--- src/rtl/exec_muldiv_pkg.sv ---
// Shared types for the multiply/divide execution port: op encodings, queue entry,
// divider FSM states and the divider latency helper.
package exec_muldiv_pkg;

  typedef enum logic [2:0] {
    OP_MUL    = 3'd0,
    OP_MULH   = 3'd1,
    OP_MULHSU = 3'd2,
    OP_MULHU  = 3'd3,
    OP_DIV    = 3'd4,
    OP_DIVU   = 3'd5,
    OP_REM    = 3'd6,
    OP_REMU   = 3'd7
  } muldiv_op_t;

  typedef enum logic [1:0] {
    DIV_IDLE,
    DIV_RUN,
    DIV_FIX
  } div_state_t;

  // Entry fields are sized for the widest build; narrower builds use the low bits.
  localparam int MAX_XLEN  = 64;
  localparam int MAX_TAG_W = 16;

  localparam int DEFAULT_XLEN = 32;
  localparam int DIV_LATENCY  = DEFAULT_XLEN + 2;

  typedef struct packed {
    logic [MAX_TAG_W-1:0] tag;
    logic [MAX_XLEN-1:0]  data;
    logic                 exc;
  } q_entry_t;

  function automatic int div_latency(input int xlen);
    return xlen + 2;
  endfunction

endpackage

--- src/rtl/exec_muldiv_port_if.sv ---
// Issue-side and writeback-side handshake bundle for exec_muldiv_port.
interface exec_muldiv_port_if
  import exec_muldiv_pkg::*;
#(
  parameter int XLEN  = 32,
  parameter int TAG_W = 6
) ();

  logic             valid;
  muldiv_op_t       op;
  logic [TAG_W-1:0] tag;
  logic [XLEN-1:0]  src1;
  logic [XLEN-1:0]  src2;
  logic             ready;

  logic             wb_valid;
  logic [TAG_W-1:0] wb_tag;
  logic [XLEN-1:0]  wb_data;
  logic             wb_exc;
  logic             wb_grant;

  modport master (
    output valid, op, tag, src1, src2, wb_grant,
    input  ready, wb_valid, wb_tag, wb_data, wb_exc
  );

  modport slave (
    input  valid, op, tag, src1, src2, wb_grant,
    output ready, wb_valid, wb_tag, wb_data, wb_exc
  );

endinterface

--- src/rtl/muldiv_div_iter.sv ---
// Radix-2 restoring divider: IDLE -> RUN (XLEN cycles) -> FIX -> IDLE.
// Special cases (divide by zero, signed overflow) keep the same fixed latency.
module muldiv_div_iter
  import exec_muldiv_pkg::*;
#(
  parameter int XLEN = 32
) (
  input  logic            clk,
  input  logic            rst,
  input  logic            flush,
  input  logic            start,
  input  logic            is_signed,
  input  logic            is_rem,
  input  logic [XLEN-1:0] dividend,
  input  logic [XLEN-1:0] divisor,
  output logic            busy,
  output logic            done,
  output logic [XLEN-1:0] result
);

  localparam int CNT_W = $clog2(XLEN);
  localparam logic [CNT_W-1:0] LAST_CNT = CNT_W'(XLEN - 1);

  div_state_t state, state_next;

  logic [CNT_W-1:0] cnt;
  logic [XLEN-1:0]  quo;
  logic [XLEN-1:0]  rem;
  logic [XLEN-1:0]  dvs;
  logic [XLEN-1:0]  dvd_saved;
  logic             q_neg, r_neg, rem_sel, div0, ovf;

  logic [XLEN:0]    rem_shift;
  logic             rem_ge;
  logic             a_neg, b_neg;
  logic [XLEN-1:0]  abs_a, abs_b;
  logic [XLEN-1:0]  quo_fix, rem_fix;

  always_ff @(posedge clk or posedge rst) begin
    if (rst) begin
      state <= DIV_IDLE;
    end else if (flush) begin
      state <= DIV_IDLE;
    end else begin
      state <= state_next;
    end
  end

  always_comb begin
    state_next = state;
    busy       = (state != DIV_IDLE);
    done       = 1'b0;
    case (state)
      DIV_IDLE: if (start) state_next = DIV_RUN;
      DIV_RUN:  if (cnt == LAST_CNT) state_next = DIV_FIX;
      DIV_FIX: begin
        done       = 1'b1;
        state_next = DIV_IDLE;
      end
      default:  state_next = DIV_IDLE;
    endcase
  end

  // Operands are made non-negative up front; signs are reapplied in FIX.
  always_comb begin
    a_neg     = is_signed & dividend[XLEN-1];
    b_neg     = is_signed & divisor[XLEN-1];
    abs_a     = a_neg ? -dividend : dividend;
    abs_b     = b_neg ? -divisor : divisor;
    rem_shift = {rem, quo[XLEN-1]};
    rem_ge    = (rem_shift >= {1'b0, dvs});
  end

  always_ff @(posedge clk or posedge rst) begin
    if (rst) begin
      cnt       <= '0;
      quo       <= '0;
      rem       <= '0;
      dvs       <= '0;
      dvd_saved <= '0;
      q_neg     <= 1'b0;
      r_neg     <= 1'b0;
      rem_sel   <= 1'b0;
      div0      <= 1'b0;
      ovf       <= 1'b0;
    end else if (state == DIV_IDLE && start) begin
      cnt       <= '0;
      quo       <= abs_a;
      rem       <= '0;
      dvs       <= abs_b;
      dvd_saved <= dividend;
      q_neg     <= a_neg ^ b_neg;
      r_neg     <= a_neg;
      rem_sel   <= is_rem;
      div0      <= (divisor == '0);
      ovf       <= is_signed && (dividend == {1'b1, {(XLEN-1){1'b0}}}) && (divisor == '1);
    end else if (state == DIV_RUN) begin
      cnt <= cnt + 1'b1;
      quo <= {quo[XLEN-2:0], rem_ge};
      rem <= rem_ge ? XLEN'(rem_shift - {1'b0, dvs}) : rem_shift[XLEN-1:0];
    end
  end

  always_comb begin
    quo_fix = q_neg ? -quo : quo;
    rem_fix = r_neg ? -rem : rem;
    if (div0) begin
      quo_fix = '1;
      rem_fix = dvd_saved;
    end else if (ovf) begin
      quo_fix = dvd_saved;
      rem_fix = '0;
    end
    result = rem_sel ? rem_fix : quo_fix;
  end

endmodule

--- src/rtl/exec_muldiv_port.sv ---
// M-extension execution port: pipelined multiplier, optional iterative divider
// (EXEC_MULDIV_DIV_EN) and a credit-controlled writeback queue.
module exec_muldiv_port
  import exec_muldiv_pkg::*;
#(
  parameter int XLEN       = 32,
  parameter int TAG_W      = 6,
  parameter int MUL_STAGES = 3,
  parameter int OUT_DEPTH  = 2
) (
  input logic               i_clk,
  input logic               i_rst,
  input logic               i_flush,
  exec_muldiv_port_if.slave bus
);

  // The queue register is the last multiplier stage, so only MUL_STAGES-1 pipe registers exist.
  localparam int PIPE_N = (MUL_STAGES > 1) ? MUL_STAGES - 1 : 1;
  localparam int PTR_W  = (OUT_DEPTH > 1) ? $clog2(OUT_DEPTH) : 1;
  localparam int CNT_W  = $clog2(OUT_DEPTH + 1);

  logic accept, mul_issue, is_div_op, ready;
  logic div_busy, div_done;
  q_entry_t div_entry;
  q_entry_t issue_entry;

  logic signed [XLEN:0]       mul_a, mul_b;
  logic signed [2*XLEN+1:0]   mul_prod;

  logic [PIPE_N-1:0] pipe_valid;
  q_entry_t          pipe_entry [PIPE_N];
  logic              mul_push;
  q_entry_t          mul_push_entry;

  q_entry_t         q_mem [OUT_DEPTH];
  logic [PTR_W-1:0] q_wr_ptr, q_rd_ptr;
  logic [CNT_W-1:0] q_count;
  logic             q_push, q_pop, wb_valid;
  q_entry_t         q_push_entry, head;
  int               used;
  logic             unused_bits;

  assign is_div_op = bus.op inside {OP_DIV, OP_DIVU, OP_REM, OP_REMU};
  assign accept    = bus.valid && ready && !i_flush;

  always_comb begin
    mul_a = {1'b0, bus.src1};
    mul_b = {1'b0, bus.src2};
    case (bus.op)
      OP_MULH: begin
        mul_a = {bus.src1[XLEN-1], bus.src1};
        mul_b = {bus.src2[XLEN-1], bus.src2};
      end
      OP_MULHSU: mul_a = {bus.src1[XLEN-1], bus.src1};
      default: ;
    endcase
  end

  // Full product is formed at issue and carried down the pipe; retiming balances the stages.
  assign mul_prod = mul_a * mul_b;

  always_comb begin
    issue_entry = '0;
    issue_entry.tag[TAG_W-1:0] = bus.tag;
    if (bus.op == OP_MUL) begin
      issue_entry.data[XLEN-1:0] = mul_prod[XLEN-1:0];
    end else begin
      issue_entry.data[XLEN-1:0] = mul_prod[2*XLEN-1:XLEN];
    end
`ifndef EXEC_MULDIV_DIV_EN
    if (is_div_op) begin
      issue_entry.data = '0;
      issue_entry.exc  = 1'b1;
    end
`endif
  end

`ifdef EXEC_MULDIV_DIV_EN
  logic             div_start;
  logic [TAG_W-1:0] div_tag;
  logic [XLEN-1:0]  div_result;

  assign mul_issue = accept && !is_div_op;
  assign div_start = accept && is_div_op;

  muldiv_div_iter #(.XLEN(XLEN)) u_div (
    .clk       (i_clk),
    .rst       (i_rst),
    .flush     (i_flush),
    .start     (div_start),
    .is_signed ((bus.op == OP_DIV) || (bus.op == OP_REM)),
    .is_rem    ((bus.op == OP_REM) || (bus.op == OP_REMU)),
    .dividend  (bus.src1),
    .divisor   (bus.src2),
    .busy      (div_busy),
    .done      (div_done),
    .result    (div_result)
  );

  always_ff @(posedge i_clk or posedge i_rst) begin
    if (i_rst) begin
      div_tag <= '0;
    end else if (div_start) begin
      div_tag <= bus.tag;
    end
  end

  always_comb begin
    div_entry = '0;
    div_entry.tag[TAG_W-1:0]  = div_tag;
    div_entry.data[XLEN-1:0] = div_result;
  end
`else
  assign mul_issue = accept;
  assign div_busy  = 1'b0;
  assign div_done  = 1'b0;
  assign div_entry = '0;
`endif

  generate
    if (MUL_STAGES > 1) begin : g_pipe
      always_ff @(posedge i_clk or posedge i_rst) begin
        if (i_rst) begin
          pipe_valid <= '0;
          for (int i = 0; i < PIPE_N; i++) pipe_entry[i] <= '0;
        end else if (i_flush) begin
          pipe_valid <= '0;
        end else begin
          pipe_valid[0] <= mul_issue;
          pipe_entry[0] <= issue_entry;
          for (int i = 1; i < PIPE_N; i++) begin
            pipe_valid[i] <= pipe_valid[i-1];
            pipe_entry[i] <= pipe_entry[i-1];
          end
        end
      end
      assign mul_push       = pipe_valid[PIPE_N-1];
      assign mul_push_entry = pipe_entry[PIPE_N-1];
    end else begin : g_no_pipe
      assign pipe_valid     = '0;
      assign pipe_entry[0]  = '0;
      assign mul_push       = mul_issue;
      assign mul_push_entry = issue_entry;
    end
  endgenerate

  // Every accepted op holds a credit until its queue entry is granted, so the queue cannot overflow.
  always_comb begin
    used  = int'(q_count) + $countones(pipe_valid) + (div_busy ? 1 : 0);
    ready = (used < OUT_DEPTH) && !div_busy;
  end

  function automatic logic [PTR_W-1:0] ptr_inc(input logic [PTR_W-1:0] p);
    if (p == PTR_W'(OUT_DEPTH - 1)) return '0;
    return p + 1'b1;
  endfunction

  // Multiply and divide completions never coincide, so one push port suffices.
  assign q_push       = mul_push || div_done;
  assign q_push_entry = div_done ? div_entry : mul_push_entry;
  assign q_pop        = bus.wb_grant && wb_valid;

  always_ff @(posedge i_clk or posedge i_rst) begin
    if (i_rst) begin
      q_wr_ptr <= '0;
      q_rd_ptr <= '0;
      q_count  <= '0;
      for (int i = 0; i < OUT_DEPTH; i++) q_mem[i] <= '0;
    end else if (i_flush) begin
      q_wr_ptr <= '0;
      q_rd_ptr <= '0;
      q_count  <= '0;
    end else begin
      if (q_push) begin
        q_mem[q_wr_ptr] <= q_push_entry;
        q_wr_ptr        <= ptr_inc(q_wr_ptr);
      end
      if (q_pop) q_rd_ptr <= ptr_inc(q_rd_ptr);
      if (q_push && !q_pop) begin
        q_count <= q_count + 1'b1;
      end else if (!q_push && q_pop) begin
        q_count <= q_count - 1'b1;
      end
    end
  end

  assign head         = q_mem[q_rd_ptr];
  assign wb_valid     = (q_count != '0);
  assign bus.ready    = ready;
  assign bus.wb_valid = wb_valid;
  assign bus.wb_tag   = wb_valid ? head.tag[TAG_W-1:0] : '0;
  assign bus.wb_data  = wb_valid ? head.data[XLEN-1:0] : '0;
  assign bus.wb_exc   = wb_valid & head.exc;

  assign unused_bits = ^{head.tag, head.data, mul_prod[2*XLEN+1:2*XLEN]};

endmodule

--- src/flat_wrapper.sv ---
// flat-port wrapper written by rule: the top's interface ports become plain ports
module exec_muldiv_port_flat import exec_muldiv_pkg::*;
#(
  parameter int XLEN       = 32,
  parameter int TAG_W      = 6,
  parameter int MUL_STAGES = 3,
  parameter int OUT_DEPTH  = 2
)
  (i_clk, i_rst, i_flush, bus_valid, bus_op, bus_tag, bus_src1, bus_src2, bus_wb_grant, bus_ready, bus_wb_valid, bus_wb_tag, bus_wb_data, bus_wb_exc);
  exec_muldiv_port_if #(.XLEN(XLEN), .TAG_W(TAG_W)) bus_i ();
  input logic i_clk;
  input logic i_rst;
  input logic i_flush;
  input wire logic [$bits(bus_i.valid)-1:0] bus_valid;
  input wire logic [$bits(bus_i.op)-1:0] bus_op;
  input wire logic [$bits(bus_i.tag)-1:0] bus_tag;
  input wire logic [$bits(bus_i.src1)-1:0] bus_src1;
  input wire logic [$bits(bus_i.src2)-1:0] bus_src2;
  input wire logic [$bits(bus_i.wb_grant)-1:0] bus_wb_grant;
  output wire logic [$bits(bus_i.ready)-1:0] bus_ready;
  output wire logic [$bits(bus_i.wb_valid)-1:0] bus_wb_valid;
  output wire logic [$bits(bus_i.wb_tag)-1:0] bus_wb_tag;
  output wire logic [$bits(bus_i.wb_data)-1:0] bus_wb_data;
  output wire logic [$bits(bus_i.wb_exc)-1:0] bus_wb_exc;
  assign bus_i.valid = bus_valid;
  assign bus_i.op = bus_op;
  assign bus_i.tag = bus_tag;
  assign bus_i.src1 = bus_src1;
  assign bus_i.src2 = bus_src2;
  assign bus_i.wb_grant = bus_wb_grant;
  assign bus_ready = bus_i.ready;
  assign bus_wb_valid = bus_i.wb_valid;
  assign bus_wb_tag = bus_i.wb_tag;
  assign bus_wb_data = bus_i.wb_data;
  assign bus_wb_exc = bus_i.wb_exc;
  exec_muldiv_port #(.XLEN(XLEN), .TAG_W(TAG_W), .MUL_STAGES(MUL_STAGES), .OUT_DEPTH(OUT_DEPTH)) u_core (.i_clk(i_clk), .i_rst(i_rst), .i_flush(i_flush), .bus(bus_i));
endmodule
--- config.mk ---
export PLATFORM = sky130hd
export DESIGN_NAME = exec_muldiv_port_flat
export DESIGN_NICKNAME = d
export VERILOG_FILES = /design/src/rtl/exec_muldiv_pkg.sv /design/src/rtl/exec_muldiv_port_if.sv /design/src/rtl/muldiv_div_iter.sv /design/src/rtl/exec_muldiv_port.sv /design/src/flat_wrapper.sv
export SDC_FILE = /design/constraint.sdc
export NUM_CORES = 2
export LEC_CHECK = 0
export CELL_PAD_IN_SITES_DETAIL_PLACEMENT = 2
export CELL_PAD_IN_SITES_GLOBAL_PLACEMENT = 2
export CORE_MARGIN = 8
export CORE_UTILIZATION = 45
export CTS_CLUSTER_DIAMETER = 120
export DETAILED_ROUTE_END_ITERATION = 10
export GPL_ROUTABILITY_DRIVEN = 0
export HOLD_SLACK_MARGIN = 0.06
export PLACE_DENSITY = 0.86
export SLEW_MARGIN = 20
export SYNTH_ARGS = -nofsm -noshare
export SYNTH_HDL_FRONTEND = slang
export SYNTH_SLANG_ARGS = --single-unit
--- constraint.sdc ---
create_clock -name i_clk -period 7.2 [get_ports i_clk]
set_input_delay 0.72 -clock i_clk [delete_from_list [all_inputs] [get_ports i_clk]]
set_output_delay 0.72 -clock i_clk [all_outputs]
set_load 0.005 [all_outputs]
==> results.sh, run 1 <==
export IMPL_status="did not finish"
export IMPL_haltStage="clock tree synthesis"
export IMPL_tool_error="[ERROR DPL-0033] detailed placement checks failed during check placement."
export IMPL_synth_edff_count=0
export IMPL_cts_buffers=17
export IMPL_cts_buffer_depth=2
export IMPL_ys_top_cells_by_area="fa_1, inv_1, dfrtp_1"
export IMPL_syn_inst=4741
export IMPL_die_x_um=331
export IMPL_synthArstFlopShare_pct=100
export IMPL_synth_commonest_cells="inv_1, fa_1, nand2_1"
export IMPL_synth_top_area_share_pct=50.4
export IMPL_synth_most_common_cell="inv_1"
export IMPL_io_pins=119
export IMPL_die_height_um=331
export IMPL_hold_buffers=0
export IMPL_synthDistinctLibCells=72
export IMPL_dp_hpwl_um=185000
export IMPL_rows=115
export IMPL_syn_cell_area_um2=44700
export IMPL_io_buffer_count=118
export IMPL_initial_utilization_pct=45.4
export IMPL_post_cts_buffers=190
export IMPL_post_cts_resized=745
export IMPL_syn_nets=6158
export IMPL_ys_seq_area_share_pct=9.07
export IMPL_cts_root_buf="clkbuf_16"
export IMPL_ys_flop_type="dfrtp_1"
export IMPL_syn_area_per_cell_um2=9.43
export IMPL_ys_ff_latch=162
export IMPL_yosys_area_top_type="fa_1"
export IMPL_cts_htree_levels=4
export IMPL_yosysWarnings=0
export IMPL_dp_cells=6426
export IMPL_cts_sinks=162
==> kinds of logic after synthesis <==
group / count (synthesis) / share of synthesized area, %
compound gates: 243 / 3.62
xor+xnor: 77 / 1.51
fa+ha+maj: 1339 / 56.4
buf+inv: 1431 / 12.0
flops: 162 / 9.07
mux: 165 / 4.04
simple gates: 1324 / 13.4
==> per-stage QoR <==
step                TNS [ns]  cell area, um^2  hold WS, ns  setup slack, ns
floorplan              -8.59            45600        0.449           -0.886
global placement      -44.68            51900        0.481            -1.85
detailed placement    -69.27            51900        0.487            -2.79
==> run 2, diff against run 1 <==
--- a/config.mk
+++ b/config.mk
@@ -5,15 +5,11 @@
 export SDC_FILE = /design/constraint.sdc
 export NUM_CORES = 2
 export LEC_CHECK = 0
-export CELL_PAD_IN_SITES_DETAIL_PLACEMENT = 2
-export CELL_PAD_IN_SITES_GLOBAL_PLACEMENT = 2
 export CORE_MARGIN = 8
-export CORE_UTILIZATION = 45
-export CTS_CLUSTER_DIAMETER = 120
+export CORE_UTILIZATION = 30
 export DETAILED_ROUTE_END_ITERATION = 10
 export GPL_ROUTABILITY_DRIVEN = 0
-export HOLD_SLACK_MARGIN = 0.06
-export PLACE_DENSITY = 0.86
+export PLACE_DENSITY_LB_ADDON = 0.15
 export SLEW_MARGIN = 20
 export SYNTH_ARGS = -nofsm -noshare
 export SYNTH_HDL_FRONTEND = slang
==> results.sh, run 2 <==
export IMPL_final_nets=6764
export IMPL_firstDrtPassIters=6
export IMPL_wl_met3_um=8400
export IMPL_max_cap_violations=0
export IMPL_r2r_start="u_core.pipe_valid[1]"
export IMPL_ys_seq_area_share_pct=9.07
export IMPL_core_um2=148000
export IMPL_grt_pass1_wl_um=230000
export IMPL_fin_setup_tns_ns=-10.61
export IMPL_violations="setup timing"
export IMPL_cts_buffers=17
export IMPL_io_buffer_count=118
export IMPL_cts_sinks=162
export IMPL_yosys_area_top_type="fa_1"
export IMPL_syn_nets=6158
export IMPL_ys_ff_latch=162
export IMPL_syn_inst=4741
export IMPL_met1Wirelength_um=67900
export IMPL_pre_cts_ws_ns=-1.78
export IMPL_drc=0
export IMPL_clk_pin_slew_ns=0.07
export IMPL_reg2reg_to="u_core.q_mem[32]"
export IMPL_yosysWarnings=0
export IMPL_syn_cell_area_um2=44700
export IMPL_hold_path_class="register to register"
export IMPL_cp_num_buf_inv=5
export IMPL_io_pins=119
export IMPL_ys_flop_type="dfrtp_1"
export IMPL_layout_commonest_cell="inv_1"
export IMPL_rows=141
export IMPL_grt_max_degree=98
export IMPL_hold_buffers=0
export IMPL_setup_viol=30
export IMPL_dp_hpwl_um=116000
export IMPL_wl_met2_um=67700
export IMPL_drt_wl_total_um=147000
export IMPL_ys_top_cells_by_area="fa_1, inv_1, dfrtp_1"
export IMPL_postRouteAntennaNets=0
export IMPL_cts_htree_levels=4
export IMPL_rsz0062_at_grt="yes"
export IMPL_largest_register="u_core.q_mem"
export IMPL_initial_utilization_pct=30.2
export IMPL_cts_tree="yes"
export IMPL_cp_slowest_cell="fa_2"
export IMPL_synth_most_common_cell="inv_1"
export IMPL_path_delay_family="adder cells"
export IMPL_setup_ws_ns=-0.676
export IMPL_synth_edff_count=0
export IMPL_cp_common_cell="fa_1"
export IMPL_relSlewSlack_pct=29.2
export IMPL_reg2reg_slack_ns=5.12
export IMPL_layout_common_cells="inv_1, fa_1, nand2_1"
export IMPL_largest_register_ffs=78
export IMPL_tightestPinTransition_ns=1.06
export IMPL_vias=33300
export IMPL_antenna_found_initial=6
export IMPL_finalMaxSlewViolations=0
export IMPL_critPathRequiredTime_ns=7.48
export IMPL_startpoint="bus_src2[31]"
export IMPL_num_fill_cells=14900
export IMPL_cp_max_fo=5
export IMPL_synthArstFlopShare_pct=100
export IMPL_hold_depth=1
export IMPL_hp_start="u_core.pipe_entry[81]"
export IMPL_cts_buffer_depth=2
export IMPL_synthDistinctLibCells=72
export IMPL_fin_skew_ns=0.0184
export IMPL_cp_start_kind="primary input"
export IMPL_vias_per_cell=4.57
export IMPL_finalHoldViolCount=0
export IMPL_r2r_cells=3
export IMPL_finalCritPeriodShare_pct=109
export IMPL_layout_area_overhead_vs_synth_pct=29.1
export IMPL_top_layer_used="met5"
export IMPL_end_kind="register"
export IMPL_die_height_um=402
export IMPL_cts_root_buf="clkbuf_16"
export IMPL_fin_hold_ws_ns=0.505
export IMPL_grt_use_total_pct=18.4
export IMPL_clk_latency_ns=0.44
export IMPL_hold_end="u_core.mul_push_entry[0]"
export IMPL_max_clock_freq_mhz=127
export IMPL_grt_pass1_vias=37000
export IMPL_max_stage_delay_ns=0.54
export IMPL_drtIter0Drc=1759
export IMPL_die_x_um=402
export IMPL_die_area_um2=162000
export IMPL_synth_top_area_share_pct=50.4
export IMPL_grt_ovfl_total=0
export IMPL_arrival_ns=8.16
export IMPL_status="finished with violations"
export IMPL_syn_area_per_cell_um2=9.43
export IMPL_worstSetupPathType="primary input to register"
export IMPL_layout_drive_gt1_share_pct=24.2
export IMPL_wl_per_cell_um=20.1
export IMPL_finalCriticalPeriod_ns=7.88
export IMPL_synth_commonest_cells="inv_1, fa_1, nand2_1"
-- run 2: cell counts after synthesis --
No cell type changed its count.
-- run 2: cell families (layout without fill, tap and decap cells) --
| logic type | after synthesis | in the layout | share of synthesized area, % |
|---|---|---|---|
| buf+inv | 1431 | 2050 | 12.0 |
| fa+ha+maj | 1339 | 1339 | 56.4 |
| xor+xnor | 77 | 77 | 1.51 |
| other cells | 0 | 3 | 0 |
| mux | 165 | 165 | 4.04 |
| flops | 162 | 162 | 9.07 |
| compound gates | 243 | 243 | 3.62 |
| simple gates | 1324 | 1324 | 13.4 |
-- run 2: worst max path at each step --
stage	endpoint	slack (ns)	cells past startpoint
finish	u_core.pipe_entry[110]	-0.68	28
global route	u_core.pipe_entry[108]	-0.97	29
CTS	u_core.pipe_entry[108]	-0.79	30
detailed placement	u_core.pipe_entry[108]	-1.78	28
global placement	u_core.pipe_entry[110]	-1.76	32
floorplan	u_core.pipe_entry[112]	-0.89	29
-- run 2: layout make-up --
class,count,area (um^2),share of cell area (%)
Clock inverter,15,180,0.312
Multi-Input combinational cell,3148,37000,64.1
Antenna cell,3,7.51,0.0130
Tap cell,1930,2410,4.18
Timing Repair Buffer,838,9210,16.0
Clock buffer,17,425,0.737
Sequential cell,162,4060,7.03
Inverter,1180,4450,7.72
-- run 2: timing repair --
item,4_1_cts,5_1_grt
setup buffers,111,42
setup endpoints to repair,32,32
pin swaps,168,183
resized for setup,503,257
gates cloned,36,0
endpoints found under the hold margin,0,0
-- run 2: per-layer routing --
metal | vias up | track usage [%]
li1 | 14900 | -
met2 | 734 | 29.4
met1 | 17500 | 26.1
met5 | - | 0
met3 | 132 | 3.44
met4 | 2 | 3.44
-- run 2: per-stage QoR --
stage               std cells  instance area (um^2)  util, %
floorplan                4741                 45600        -
global placement         7087                 53000     35.9
detailed placement       7087                 53000     35.9
CTS                      7259                 56600     38.3
global route             7290                 57700     39.0
finish                   7293                 57700     39.0
-- run 2: worst register-to-register path: stages (launching register included) --
cell and delay [ns]:
dfrtp_1 0.47, nand3b_1 0.58, buf_4 0.50, mux2_2 0.41
Power of run 2 is left out: the tool's default activity adds up to more than one toggle a clock period on the data nets, which glitch-free logic cannot reach.
